File: src/rtl/cpu_axi_pkg.sv
// Shared definitions for the data-side AXI bridge: FSM state encoding,
// fixed AXI3 attribute values and access-size encodings.
package cpu_axi_pkg;

  typedef enum logic [2:0] {
    ST_IDLE    = 3'd0,
    ST_RD_ADDR = 3'd1,
    ST_RD_DATA = 3'd2,
    ST_WR_ADDR = 3'd3,
    ST_WR_RESP = 3'd4
  } state_t;

  localparam logic [1:0] BURST_INCR  = 2'b01;
  localparam logic [3:0] LEN_SINGLE  = 4'd0;
  localparam logic [1:0] LOCK_NORMAL = 2'b00;
  localparam logic [3:0] CACHE_NONE  = 4'd0;
  localparam logic [2:0] PROT_NONE   = 3'd0;

  localparam logic [1:0] SIZE_BYTE = 2'd0;
  localparam logic [1:0] SIZE_HALF = 2'd1;
  localparam logic [1:0] SIZE_WORD = 2'd2;

  // Upstream 2-bit size maps directly onto the low bits of AXI AxSIZE.
  function automatic logic [2:0] to_axsize(input logic [1:0] size);
    return {1'b0, size};
  endfunction

endpackage

File: src/rtl/data_axi_bridge.sv
// Data-side request/addr_ok/data_ok to single-beat AXI3 bridge.
// One transaction in flight; data_ok pulses once per accepted request.
module data_axi_bridge
  import cpu_axi_pkg::*;
#(
  parameter logic [3:0] AXI_ID = 4'd1
) (
  input  logic        clk,
  input  logic        resetn,
  input  logic        data_req,
  input  logic        data_wr,
  input  logic [1:0]  data_size,
  input  logic [31:0] data_addr,
  input  logic [31:0] data_wdata,
  input  logic [3:0]  data_wstrb,
  output logic [31:0] data_rdata,
  output logic        data_addr_ok,
  output logic        data_data_ok,
  output logic        data_resp_err,
  output logic [3:0]  arid,
  output logic [31:0] araddr,
  output logic [3:0]  arlen,
  output logic [2:0]  arsize,
  output logic [1:0]  arburst,
  output logic [1:0]  arlock,
  output logic [3:0]  arcache,
  output logic [2:0]  arprot,
  output logic        arvalid,
  input  logic        arready,
  input  logic [3:0]  rid,
  input  logic [31:0] rdata,
  input  logic [1:0]  rresp,
  input  logic        rlast,
  input  logic        rvalid,
  output logic        rready,
  output logic [3:0]  awid,
  output logic [31:0] awaddr,
  output logic [3:0]  awlen,
  output logic [2:0]  awsize,
  output logic [1:0]  awburst,
  output logic [1:0]  awlock,
  output logic [3:0]  awcache,
  output logic [2:0]  awprot,
  output logic        awvalid,
  input  logic        awready,
  output logic [3:0]  wid,
  output logic [31:0] wdata,
  output logic [3:0]  wstrb,
  output logic        wlast,
  output logic        wvalid,
  input  logic        wready,
  input  logic [3:0]  bid,
  input  logic [1:0]  bresp,
  input  logic        bvalid,
  output logic        bready
);

  state_t      state, state_next;
  logic        aw_done, w_done;
  logic        aw_hs, w_hs, aw_fin, w_fin;
  logic        accept;
  logic [1:0]  size_q;
  logic [31:0] addr_q;
  logic [31:0] wdata_q;
  logic [3:0]  wstrb_q;

  // IDs, last flags and low response bits are not needed for single-beat, in-order use.
  logic unused_inputs;
  assign unused_inputs = ^{rid, rlast, bid, rresp[0], bresp[0]};

  assign accept = (state == ST_IDLE) && data_req;

  // Handshakes only count while the channel is still pending; the done
  // flags remember a handshake that finished ahead of the other channel.
  assign aw_hs  = (state == ST_WR_ADDR) && !aw_done && awready;
  assign w_hs   = (state == ST_WR_ADDR) && !w_done  && wready;
  assign aw_fin = aw_done || aw_hs;
  assign w_fin  = w_done  || w_hs;

  // Fixed AXI attributes and payloads taken from the latched request.
  assign arid    = AXI_ID;
  assign araddr  = addr_q;
  assign arlen   = LEN_SINGLE;
  assign arsize  = to_axsize(size_q);
  assign arburst = BURST_INCR;
  assign arlock  = LOCK_NORMAL;
  assign arcache = CACHE_NONE;
  assign arprot  = PROT_NONE;
  assign awid    = AXI_ID;
  assign awaddr  = addr_q;
  assign awlen   = LEN_SINGLE;
  assign awsize  = to_axsize(size_q);
  assign awburst = BURST_INCR;
  assign awlock  = LOCK_NORMAL;
  assign awcache = CACHE_NONE;
  assign awprot  = PROT_NONE;
  assign wid     = AXI_ID;
  assign wdata   = wdata_q;
  assign wstrb   = wstrb_q;
  assign wlast   = 1'b1;

  // State register.
  always_ff @(posedge clk or negedge resetn) begin
    if (!resetn) state <= ST_IDLE;
    else         state <= state_next;
  end

  // Next-state logic.
  always_comb begin
    state_next = state;
    case (state)
      ST_IDLE:    if (data_req) state_next = data_wr ? ST_WR_ADDR : ST_RD_ADDR;
      ST_RD_ADDR: if (arready) state_next = ST_RD_DATA;
      ST_RD_DATA: if (rvalid) state_next = ST_IDLE;
      ST_WR_ADDR: if (aw_fin && w_fin) state_next = ST_WR_RESP;
      ST_WR_RESP: if (bvalid) state_next = ST_IDLE;
      default:    state_next = ST_IDLE;
    endcase
  end

  // Outputs decoded from registered state; only the ok/response side
  // looks at rvalid/bvalid combinationally.
  always_comb begin
    data_addr_ok  = 1'b0;
    data_data_ok  = 1'b0;
    data_resp_err = 1'b0;
    data_rdata    = 32'd0;
    arvalid       = 1'b0;
    rready        = 1'b0;
    awvalid       = 1'b0;
    wvalid        = 1'b0;
    bready        = 1'b0;
    case (state)
      ST_IDLE:    data_addr_ok = data_req;
      ST_RD_ADDR: arvalid = 1'b1;
      ST_RD_DATA: begin
        rready = 1'b1;
        if (rvalid) begin
          data_data_ok  = 1'b1;
          data_rdata    = rdata;
          data_resp_err = rresp[1];
        end
      end
      ST_WR_ADDR: begin
        awvalid = !aw_done;
        wvalid  = !w_done;
      end
      ST_WR_RESP: begin
        bready = 1'b1;
        if (bvalid) begin
          data_data_ok  = 1'b1;
          data_resp_err = bresp[1];
        end
      end
      default: ;
    endcase
  end

  // Write-channel done flags: set on each handshake, cleared once both finish.
  always_ff @(posedge clk or negedge resetn) begin
    if (!resetn) begin
      aw_done <= 1'b0;
      w_done  <= 1'b0;
    end else if ((state == ST_WR_ADDR) && !(aw_fin && w_fin)) begin
      aw_done <= aw_fin;
      w_done  <= w_fin;
    end else begin
      aw_done <= 1'b0;
      w_done  <= 1'b0;
    end
  end

  // Request capture on accept; held stable for the whole transaction.
  always_ff @(posedge clk or negedge resetn) begin
    if (!resetn) begin
      size_q  <= 2'd0;
      addr_q  <= 32'd0;
      wdata_q <= 32'd0;
      wstrb_q <= 4'd0;
    end else if (accept) begin
      size_q  <= data_size;
      addr_q  <= data_addr;
      wdata_q <= data_wdata;
      wstrb_q <= data_wstrb;
    end
  end

endmodule

File: config.mk
export PLATFORM = sky130hd
export DESIGN_NAME = data_axi_bridge
export DESIGN_NICKNAME = d
export VERILOG_FILES = /design/src/rtl/cpu_axi_pkg.sv /design/src/rtl/data_axi_bridge.sv
export SDC_FILE = /design/constraint.sdc
export NUM_CORES = 1
export LEC_CHECK = 0
export BUFFER_PORTS_ARGS = -buffer_cell sky130_fd_sc_hd__buf_2
export CAP_MARGIN = 10
export CORE_AREA = 2 2 120 122
export CTS_CLUSTER_DIAMETER = 150
export DETAILED_ROUTE_END_ITERATION = 6
export DIE_AREA = 0 0 122 124
export GPL_TIMING_DRIVEN = 0
export SYNTH_ARGS = -nofsm -noshare
export SYNTH_HDL_FRONTEND = slang
export SYNTH_SLANG_ARGS = --single-unit
File: constraint.sdc
create_clock -name clk -period 2.3 [get_ports clk]
set_input_delay 0.345 -clock clk [delete_from_list [all_inputs] [get_ports clk]]
set_output_delay 0.345 -clock clk [all_outputs]
set_load 0.1 [all_outputs]
Yosys cells after proc, flatten, opt, wreduce, memory -nomap -nowiden
Index checks and enable logic that the tools add are counted.
- output and inout port bits: 189
- flip-flop bits (word level): 75
- word-level logic and storage cells: 53
- input bits: 124
- equal/unequal tests: 9
- reductions and logical operators: 14
- muxes and demuxes: 23
- operators with widths (cell ; count):
    2-to-1 mux 32 bit ; 2
    2-to-1 mux 3 bit ; 5
    case mux 3 bit (5 select lines) ; 1
    2-to-1 mux 1 bit ; 12
    inequality test 2 bit (second input constant) ; 4
    logical AND 1 bit ; 7
    == test 3 x 2 -> 1 bit (second input constant) ; 2
    AND reduction 5 bit ; 1
    case mux 1 bit (2 select lines) ; 2
    == test 3 x 1 -> 1 bit (second input constant) ; 1
    == test 3 bit (second input constant) ; 1
    logical NOT 1 bit ; 3
    logical NOT 3 bit ; 1
    logical OR 1 bit ; 2
    2-to-1 mux 2 bit ; 1
    inequality test 2 x 1 -> 1 bit (second input constant) ; 1

Longest topological paths before layout
Gate-level depths: netlist of the first run.
- word-level depth: 8
- depth in mapped cells: 5
- depth with buffers taken out: 3

Worst setup path after synthesis of the first run
Ideal clock, no wire load.
- kind: register to output
- start: reg state[1]
- end: out data_resp_err
- slack: -1975 ps
- required time: 1955 ps
- arrival: 3930 ps
- cell stages (with the launch flop): 4
- buffers on the path: 1
- cells stage by stage: dfrtp_1 > buf_6 > nor3b_1 > a32o_1
- longest elaborated chain between the ends: 2
- elaborated cells on any way between the ends: 3
- classes of those cells: eq/ne (2); mux (1)
- ends and longest elaborated chain (element ; line ; source):
    from (decl) ; data_axi_bridge.sv:58 ; state_t state, state_next;
    from (signal assigned) ; data_axi_bridge.sv:105 ; else state <= state_next;
    == test 3 bit / == test 3 x 2 -> 1 bit (equally long branches) ; data_axi_bridge.sv:133 ; case (state)
    case mux 1 bit (2 select lines) (*) ; data_axi_bridge.sv:133 ;
    to (decl) ; data_axi_bridge.sv:19 ; output logic data_resp_err,
Mark *: on every way between the ends. The rest lies on a longest branch, timed or not.

Worst setup path in the final report of the first run
- start: reg state[0]
- end: out data_rdata[6]
- longest elaborated chain between the ends: 2
- ends and longest elaborated chain (element ; line ; source):
    == test 3 x 2 -> 1 bit ; data_axi_bridge.sv:133 ;
    2-to-1 mux 32 bit ; data_axi_bridge.sv:133 ;
    to (decl) ; data_axi_bridge.sv:16 ; output logic [31:0] data_rdata,
No other way between the ends.

==> results by group, run 1 <==
Clock tree
  – Root Buffer: clkbuf_16
  – Clock buffer depth: 2
  – TritonCTS clock tree: done
  – Clk sinks: 75
  – TritonCTS buffer count: 9
  – Reg clk slew, reported paths: 0.06 ns
  – H-tree levels: 3
  – Insertion delay to the later sink of the worst-skew pair: 0.33 ns

Floorplan
  – Die Width: 122 um
  – Core ar.: 13700 um2
  – Die height: 124 um
  – # IOs: 313
  – Die area: 15100 um2
  – Initial core utilization: 0.297
  – Rows: 43

Timing
  – Max-slew violation count: 0
  – Worst-Margin Slew: 0.518 ns
  – Setup TNS: 0 ns
  – F_max: 455 MHz
  – Min Tclk post-route: 2.20 ns
  – Final Setup Violations: 0
  – Period Utilization, post-route: 0.955
  – Slew headroom: 0.657
  – WHS: 0.200 ns
  – Clk_skew: 0.00978 ns
  – Final Hold Fails: 0

Place
  – Number of port buffers: 256
  – Dpl cell area: 5790 um2
  – Final HPWL DP: 8.48 mm
  – Final GP Congestion: 0.700
  – Placed instance count: 779

Synthesis
  – Synthesis Warnings: 0
  – Area leader, netlist: dfrtp_1
  – Syn Area/Cell: 13.6 um2
  – Top cells by area, synth: dfrtp_1, mux2_4, buf_4
  – Mapped Area: 4080 um2
  – Register area share after synthesis: 0.461
  – Cell variety after synth: 26
  – Post-synthesis instance total: 299
  – Synth Register Bits: 75
  – Top-area cell type share of the netlist area: 0.461

Setup path
  – Crit Path Max Fanout: 10
  – CP max stage delay: 0.48 ns
  – Req. time, crit path: 1.96 ns
  – CP Launch Type: flip-flop
  – Crit. End Element: primary output
  – Crit path kind: flip-flop to primary output
  – CP max-delay cell: dfrtp_2
  – Crit path cell chain: nand2b_1, nor2_4, clkbuf_2, and2_1, buf_8
  – Arr. time, crit path: 1.85 ns

Routing
  – Wire per inst: 13.4 um
  – Drt drc: 0
  – Detail Route Antenna Nets: 0
  – Vias post-DR: 3184
  – Uppermost layer routed: met4
  – Vias per cell: 4.00
  – First-pass detailed-route iteration total: 4
  – M1 WL: 3.99 mm
  – Routed wl met3: 1.12 mm
  – WL final: 10.7 mm
  – Routed wl met2: 5.45 mm
  – DRT iter0 DRCs: 72

Global route
  – Largest net degree at the start of global routing: 47
  – Vias in the first global route: 3024
  – First-pass GRT wire length: 15.3 mm
  – Gr usage total: 0.131
  – Remaining global-route overflow: 0
  – Initial antenna violation count: 0

Finish
  – Number of diodes: 0
  – Post-Layout Inst Area: 6320 um2
  – Share of layout cells above drive strength 1: 0.708
  – FF+latch area: 1880 um2
  – Filler cells: 1316
  – Synth-to-Final Area Change: 55.2%
  – Nets: 735
  – Cell Count, Final, Fillers Out: 796
  – Area occupied by multi-input gates: 1610 um2

Outcome
  – Status: complete, no violations

Run
  – MaxCap Viol Count: 0

Worst hold path
  – Hold WC Path Type: input pin to flip-flop
## cell families (layout without fill, tap and decap cells)
kind of cell,Yosys count,in the layout,synth area share
other cells,2,45,0.00184
simple gates,49,49,0.0746
mux,70,70,0.256
compound gates,10,10,0.0166
flops,75,75,0.461
buf+inv,93,367,0.190
## flip-flops by register name (all words and copies together) (netlist names)
signal / cells
state: 3
wstrb: 4
wdata: 32
size_q: 2
aw_done: 1
araddr: 32
w_done: 1
## per-layer routing
| metal | GRT usage | vias to the layer above |
|---|---|---|
| li1 | - | 1491 |
| met1 | 0.146 | 1494 |
| met2 | 0.238 | 190 |
| met3 | 0.0421 | 9 |
| met4 | 0.0431 | 0 |
| met5 | 0 | - |
## synth_stat cells
library cell	n
nor3b_1	1
o211ai_1	1
buf_6	2
a21o_1	2
a32o_1	1
nor4b_4	1
dfrtp_1	75
inv_1	2
o22ai_1	2
nand2_1	1
mux2_4	68
conb_1	2
and2_1	32
o21bai_1	1
nand2b_1	3
buf_12	7
mux2_1	2
buf_4	79
a21oi_1	2
buf_2	1
nor4_1	1
nand3b_1	1
o21ai_0	1
or2_1	1
clkbuf_1	2
nor2_1	8
## metrics by stage
stage               setup WS (ns)  utilization
finish                      0.103        0.461
global route             -0.00852        0.461
CTS                        0.0159        0.452
detailed placement        -0.0342        0.422
global placement          0.00581        0.420
floorplan                  -0.152            -
## path summary, 6_finish.rpt
path / from / end / slack (ns) / cells past startpoint
max in group asynchronous: resetn / wdata[22] / 1.22 / 3
worst max register to register: state[1] / araddr[16] / 0.66 / 5
worst min register to register: aw_done / w_done / 0.48 / 1
min in group asynchronous: resetn / araddr[25] / 0.51 / 2
worst max-delay path: state[0] / data_rdata[6] / 0.10 / 5
worst min-delay path: awready / w_done / 0.20 / 2
## repair_timing
item / 4_1_cts / 5_1_grt
endpoints found under the hold margin: 29 / 0
pin swaps: 0 / 1
setup buffers: 0 / 0
setup endpoints to repair: 35 / 32
resized for setup: 35 / 34
hold buffers: 1 / 0
## layout by cell type, fill, tap and decap left out, drive strengths merged
cell type and instances:
a32o 1, dlygate4sd3 1, inv 2, and2 32, conb 45, nor4b 1
o22ai 2, o21ai 1, dfrtp 75, a21oi 2, nand2b 3, mux2 70
nor2 8, clkinv 2, clkbuf 15, a21o 2, nand2 1, nor3b 1
nor4 1, buf 345, nand3b 1, o211ai 1, o21bai 1, or2 1
bufinv 2
## area by class of cell
type / instances / share of cell area
clock buffers: 12 / 0.0390
repair buffers: 258 / 0.240
clock inverters: 4 / 0.0117
well taps: 180 / 0.0356
flip-flops and latches: 75 / 0.297
inverters: 2 / 0.00119
multi-input cells: 174 / 0.254
plain buffers: 91 / 0.122
## worst max-delay path: cells and delay by family (launching register included)
kind	cells	cell delay [ns]
buffers and inverters	2	0.43
AND/OR/NAND/NOR	3	0.62
flip-flops	1	0.48
Power of run 1 is left out: the tool's default activity adds up to more than one toggle a clock period on the data nets, which glitch-free logic cannot reach.
==> run 2: changes to the inputs <==
--- a/config.mk
+++ b/config.mk
@@ -12,6 +12,7 @@
 export DETAILED_ROUTE_END_ITERATION = 6
 export DIE_AREA = 0 0 122 124
 export GPL_TIMING_DRIVEN = 0
+export RECOVER_POWER = 50
 export SYNTH_ARGS = -nofsm -noshare
 export SYNTH_HDL_FRONTEND = slang
 export SYNTH_SLANG_ARGS = --single-unit
==> constraint.sdc (replaced) <==
create_clock -name clk -period 2.3 [get_ports clk]
set_input_delay 0.23 -clock clk [delete_from_list [all_inputs] [get_ports clk]]
set_output_delay 0.23 -clock clk [all_outputs]
set_load 0.1 [all_outputs]
==> results by group, run 2 (synthesis results as in run 1) <==
Timing
  – Min Tclk post-route: 2.14 ns (was 2.20 ns)
  – Period Utilization, post-route: 0.932 (was 0.955)
  – Worst-Margin Slew: 1.25 ns (was 0.518 ns)
  – Final Hold Fails: 0 (unchanged)
  – Setup TNS: 0 ns (unchanged)
  – WHS: 0.0846 ns (was 0.200 ns)
  – RSZ-0062 raised after global routing: no
  – Clk_skew: 0.00979 ns (was 0.00978 ns)
  – Final Setup Violations: 0 (unchanged)
  – Max-slew violation count: 0 (unchanged)
  – Slew headroom: 0.171 (was 0.657)
  – Min setup slack post-route: 0.156 ns (was 0.103 ns)
  – F_max: 466 MHz (was 455 MHz)

Global route
  – Largest net degree at the start of global routing: 47 (unchanged)
  – Remaining global-route overflow: 0 (unchanged)
  – First-pass GRT wire length: 15.3 mm (about the same)
  – Initial antenna violation count: 0 (unchanged)
  – Vias in the first global route: 3018 (was 3024)
  – Gr usage total: 0.131 (about the same)

Floorplan
  – Initial core utilization: 0.297 (unchanged)
  – Die area: 15100 um2 (unchanged)
  – Die height: 124 um (unchanged)
  – Core ar.: 13700 um2 (unchanged)
  – Die Width: 122 um (unchanged)
  – # IOs: 313 (unchanged)
  – Rows: 43 (unchanged)

Setup path
  – Crit path kind: flip-flop to primary output (unchanged)
  – Req. time, crit path: 2.07 ns (was 1.96 ns)
  – CP max-delay cell: dfrtp_1 (was dfrtp_2)
  – Crit path cell chain: nand2b_1, or2_0, nor2_1, buf_2 (was nand2b_1, nor2_4, clkbuf_2, and2_1, buf_8)
  – CP Launch Type: flip-flop (unchanged)
  – Arr. time, crit path: 1.91 ns (was 1.85 ns)
  – Crit. End Element: primary output (unchanged)
  – CP max stage delay: 0.45 ns (was 0.48 ns)
  – Crit Path Max Fanout: 5 (was 10)

Place
  – Dpl cell area: 5790 um2 (unchanged)
  – Final HPWL DP: 8.48 mm (unchanged)
  – Final GP Congestion: 0.700 (unchanged)
  – Pre-CTS setup slack: 0.0808 ns (was -0.0342 ns)
  – Number of port buffers: 256 (unchanged)

Routing
  – Drt drc: 0 (unchanged)
  – Wire per inst: 13.4 um (about the same)
  – WL final: 10.7 mm (about the same)
  – Detail Route Antenna Nets: 0 (unchanged)
  – First-pass detailed-route iteration total: 4 (unchanged)
  – DRT iter0 DRCs: 74 (was 72)
  – Vias post-DR: 3179 (was 3184)
  – Vias per cell: 3.99 (was 4.00)

Clock tree
  – TritonCTS clock tree: done (unchanged)
  – Insertion delay to the later sink of the worst-skew pair: 0.33 ns (about the same)
  – H-tree levels: 3 (unchanged)
  – Reg clk slew, reported paths: 0.06 ns (about the same)
  – Clock buffer depth: 2 (unchanged)
  – TritonCTS buffer count: 9 (unchanged)
  – Root Buffer: clkbuf_16 (unchanged)
  – Setup bufs post-CTS: 0 (unchanged)
  – Clk sinks: 75 (unchanged)

Finish
  – Synth-to-Final Area Change: 50.1% (was 55.2%)
  – Commonest non-fill, non-tap cells in the layout: buf_2, buf_4, dfrtp_1 (unchanged)
  – Share of layout cells above drive strength 1: 0.596 (was 0.708)
  – Post-Layout Inst Area: 6120 um2 (was 6320 um2)
  – Number of diodes: 0 (unchanged)
  – Most common cell after layout, fill and taps aside: buf_2 (unchanged)
  – Nets: 735 (unchanged)

Worst hold path
  – Hold WC Path Type: input pin to flip-flop (unchanged)

Outcome
  – Status: complete, no violations (unchanged)

Run
  – MaxCap Viol Count: 0 (unchanged)
run 2: cell count changes in the layout (fill, tap and decap cells not counted), sizes merged:
cell,change
buf,-69
clkbuf,+69
run 2: timing repair:
action | in CTS | in global routing
endpoints found under the hold margin | 29 | 0
resized for setup | 33 | 2
setup endpoints to repair | 30 | 30
hold buffers | 1 | 0
run 2: final timing paths:
kind / start / slack (ns) / cells after the start / to
max: state[2] / 0.16 / 4 / wvalid
min: awready / 0.08 / 2 / w_done
max reg2reg: state[1] / 0.66 / 5 / araddr[16]
min reg2reg: aw_done / 0.48 / 1 / w_done
max in group asynchronous: resetn / 1.06 / 3 / wdata[22]
min in group asynchronous: resetn / 0.54 / 2 / araddr[25]
run 2: stage by stage:
step,utilization,instances
final,0.446,796
after global routing,0.446,796
after CTS,0.452,796
after detailed placement,0.422,779
after global placement,0.420,778
after floorplan,-,342
run 2: layout make-up:
cell class,instances,area (um2)
inverters,2,7.51
well taps,180,225
plain buffers,91,771
flip-flops and latches,75,1880
repair buffers,258,1310
multi-input cells,174,1610
fillers,1372,7600
clock buffers,12,246
clock inverters,4,73.8
run 2: layer usage:
layer / track usage / share of wire / vias to the layer above
met1: 0.145 / 0.38 / 1490
met2: 0.237 / 0.50 / 189
met3: 0.0421 / 0.11 / 9
met5: 0 / 0 / -
li1: - / - / 1491
met4: 0.0431 / 0.013 / 0
run 2: critical path, delay by kind of cell (launching register included):
kind                   cells  cell delay, ns
DFF                        1            0.45
and+or+nand+nor            3            0.69
buffers and inverters      1            0.44
Power of run 2 is left out for the same reason.
==> run 3: changes to the inputs <==
--- a/config.mk
+++ b/config.mk
@@ -12,6 +12,7 @@
 export DETAILED_ROUTE_END_ITERATION = 6
 export DIE_AREA = 0 0 122 124
 export GPL_TIMING_DRIVEN = 0
+export MAX_ROUTING_LAYER = met4
 export RECOVER_POWER = 50
 export SYNTH_ARGS = -nofsm -noshare
 export SYNTH_HDL_FRONTEND = slang
==> results by group, run 3 (synthesis results as in run 1) <==
Floorplan
  – # IOs: 313 (unchanged)
  – Core ar.: 13700 um2 (unchanged)
  – Die Width: 122 um (unchanged)
  – Die area: 15100 um2 (unchanged)
  – Die height: 124 um (unchanged)
  – Rows: 43 (unchanged)
  – Initial core utilization: 0.297 (unchanged)

Timing
  – Min Tclk post-route: 2.15 ns (was 2.14 ns)
  – Final Setup Violations: 0 (unchanged)
  – Final Hold Fails: 0 (unchanged)
  – WHS: 0.0845 ns (was 0.0846 ns)
  – Min setup slack post-route: 0.154 ns (was 0.156 ns)
  – Period Utilization, post-route: 0.933 (was 0.932)
  – Slew headroom: 0.171 (unchanged)
  – Max-slew violation count: 0 (unchanged)
  – F_max: 466 MHz (about the same)
  – RSZ-0062 raised after global routing: no (unchanged)
  – Clk_skew: 0.00979 ns (about the same)
  – Worst-Margin Slew: 1.25 ns (unchanged)

Finish
  – Nets: 735 (unchanged)
  – FF+latch area: 1880 um2 (unchanged)
  – Most common cell after layout, fill and taps aside: buf_2 (unchanged)
  – Number of diodes: 0 (unchanged)
  – Share of layout cells above drive strength 1: 0.596 (unchanged)
  – Area occupied by multi-input gates: 1610 um2 (unchanged)
  – Commonest non-fill, non-tap cells in the layout: buf_2, buf_4, dfrtp_1 (unchanged)
  – Filler cells: 1372 (unchanged)
  – Synth-to-Final Area Change: 50.1% (unchanged)

Clock tree
  – TritonCTS buffer count: 9 (unchanged)
  – Clock buffer depth: 2 (unchanged)
  – Root Buffer: clkbuf_16 (unchanged)
  – Reg clk slew, reported paths: 0.06 ns (about the same)
  – H-tree levels: 3 (unchanged)
  – TritonCTS clock tree: done (unchanged)
  – Clk sinks: 75 (unchanged)
  – Insertion delay to the later sink of the worst-skew pair: 0.33 ns (about the same)
  – Setup bufs post-CTS: 0 (unchanged)

Global route
  – Gr usage total: 0.135 (was 0.131)
  – Remaining global-route overflow: 0 (unchanged)
  – Initial antenna violation count: 0 (unchanged)
  – Largest net degree at the start of global routing: 47 (unchanged)
  – Vias in the first global route: 3019 (was 3018)
  – First-pass GRT wire length: 15.3 mm (about the same)

Place
  – Pre-CTS setup slack: 0.0808 ns (unchanged)
  – Number of port buffers: 256 (unchanged)
  – Final GP Congestion: 0.708 (was 0.700)
  – Final HPWL DP: 8.48 mm (unchanged)

Setup path
  – Reg-to-reg startpoint: state[1] (unchanged)
  – Crit path kind: flip-flop to primary output (unchanged)
  – Worst reg-to-reg path cell count: 5 (unchanged)
  – Arr. time, crit path: 1.92 ns (was 1.91 ns)
  – CP Launch Type: flip-flop (unchanged)
  – Reg2reg end: araddr[16] (unchanged)
  – Reg-to-reg slack, setup: 0.66 ns (about the same)
  – Crit Path Max Fanout: 5 (unchanged)
  – Req. time, crit path: 2.07 ns (about the same)
  – Crit. End Element: primary output (unchanged)

Worst hold path
  – Min-Delay Path Depth: 2 (unchanged)
  – HP Start: awready (unchanged)
  – Hold WC Path Type: input pin to flip-flop (unchanged)
  – Hold EP: w_done (unchanged)

Run
  – MaxCap Viol Count: 0 (unchanged)

Routing
  – WL final: 10.7 mm (about the same)
  – Wire per inst: 13.4 um (about the same)
  – DRT iter0 DRCs: 72 (was 74)
  – Drt drc: 0 (unchanged)
  – First-pass detailed-route iteration total: 4 (unchanged)
  – Vias per cell: 4.00 (was 3.99)
  – Vias post-DR: 3186 (was 3179)
  – Detail Route Antenna Nets: 0 (unchanged)

Outcome
  – Status: complete, no violations (unchanged)
[run 3: cell counts in the layout (fill, tap and decap cells not counted)]
Identical to the previous run, type by type.
[run 3: worst max path at each step]
stage                           endpoint      from  cells after the start
final                             wvalid  state[2]                      4
after global routing              wvalid  state[2]                      4
after CTS                 data_rdata[28]  state[0]                      5
after detailed placement  data_rdata[13]  state[0]                      5
after global placement    data_rdata[13]  state[0]                      5
after floorplan                  awvalid  state[2]                      3
[run 3: layout make-up]
type	instances	share of cell area
timing repair buffer	258	0.214
inverter	2	0.00123
clock inverter	4	0.0121
multi-input combinational	174	0.262
sequential	75	0.307
buffer	91	0.126
clock buffer	12	0.0403
tap	180	0.0368
[run 3: per-stage QoR]
step | std cells | setup TNS [ns] | instance area, um2 | util
after floorplan | 342 | -0.112 | 4250 | -
after global placement | 778 | 0 | 5760 | 0.420
after detailed placement | 779 | 0 | 5790 | 0.422
after CTS | 796 | 0 | 6200 | 0.452
after global routing | 796 | 0 | 6120 | 0.446
final | 796 | 0 | 6120 | 0.446
[run 3: critical path: stages (launching register included)]
cell and delay (ns):
dfrtp_1 0.45, nand2b_1 0.23, or2_0 0.33, nor2_1 0.13
buf_2 0.44
[run 3: layer usage]
metal  vias to the layer above  wire (um)  GRT usage
li1                       1492          -          -
met1                      1496       4130      0.149
met2                       189       5370      0.237
met3                         9       1030     0.0362
met5                         -          0          -
met4                         0        140     0.0431
[run 3: timing repair]
action | CTS | global route
hold buffers | 1 | 0
setup endpoints to repair | 30 | 30
cloned | 0 | 0
hold endpoints to repair | 29 | 0
resized for setup | 33 | 2
Power of run 3 is left out for the same reason.
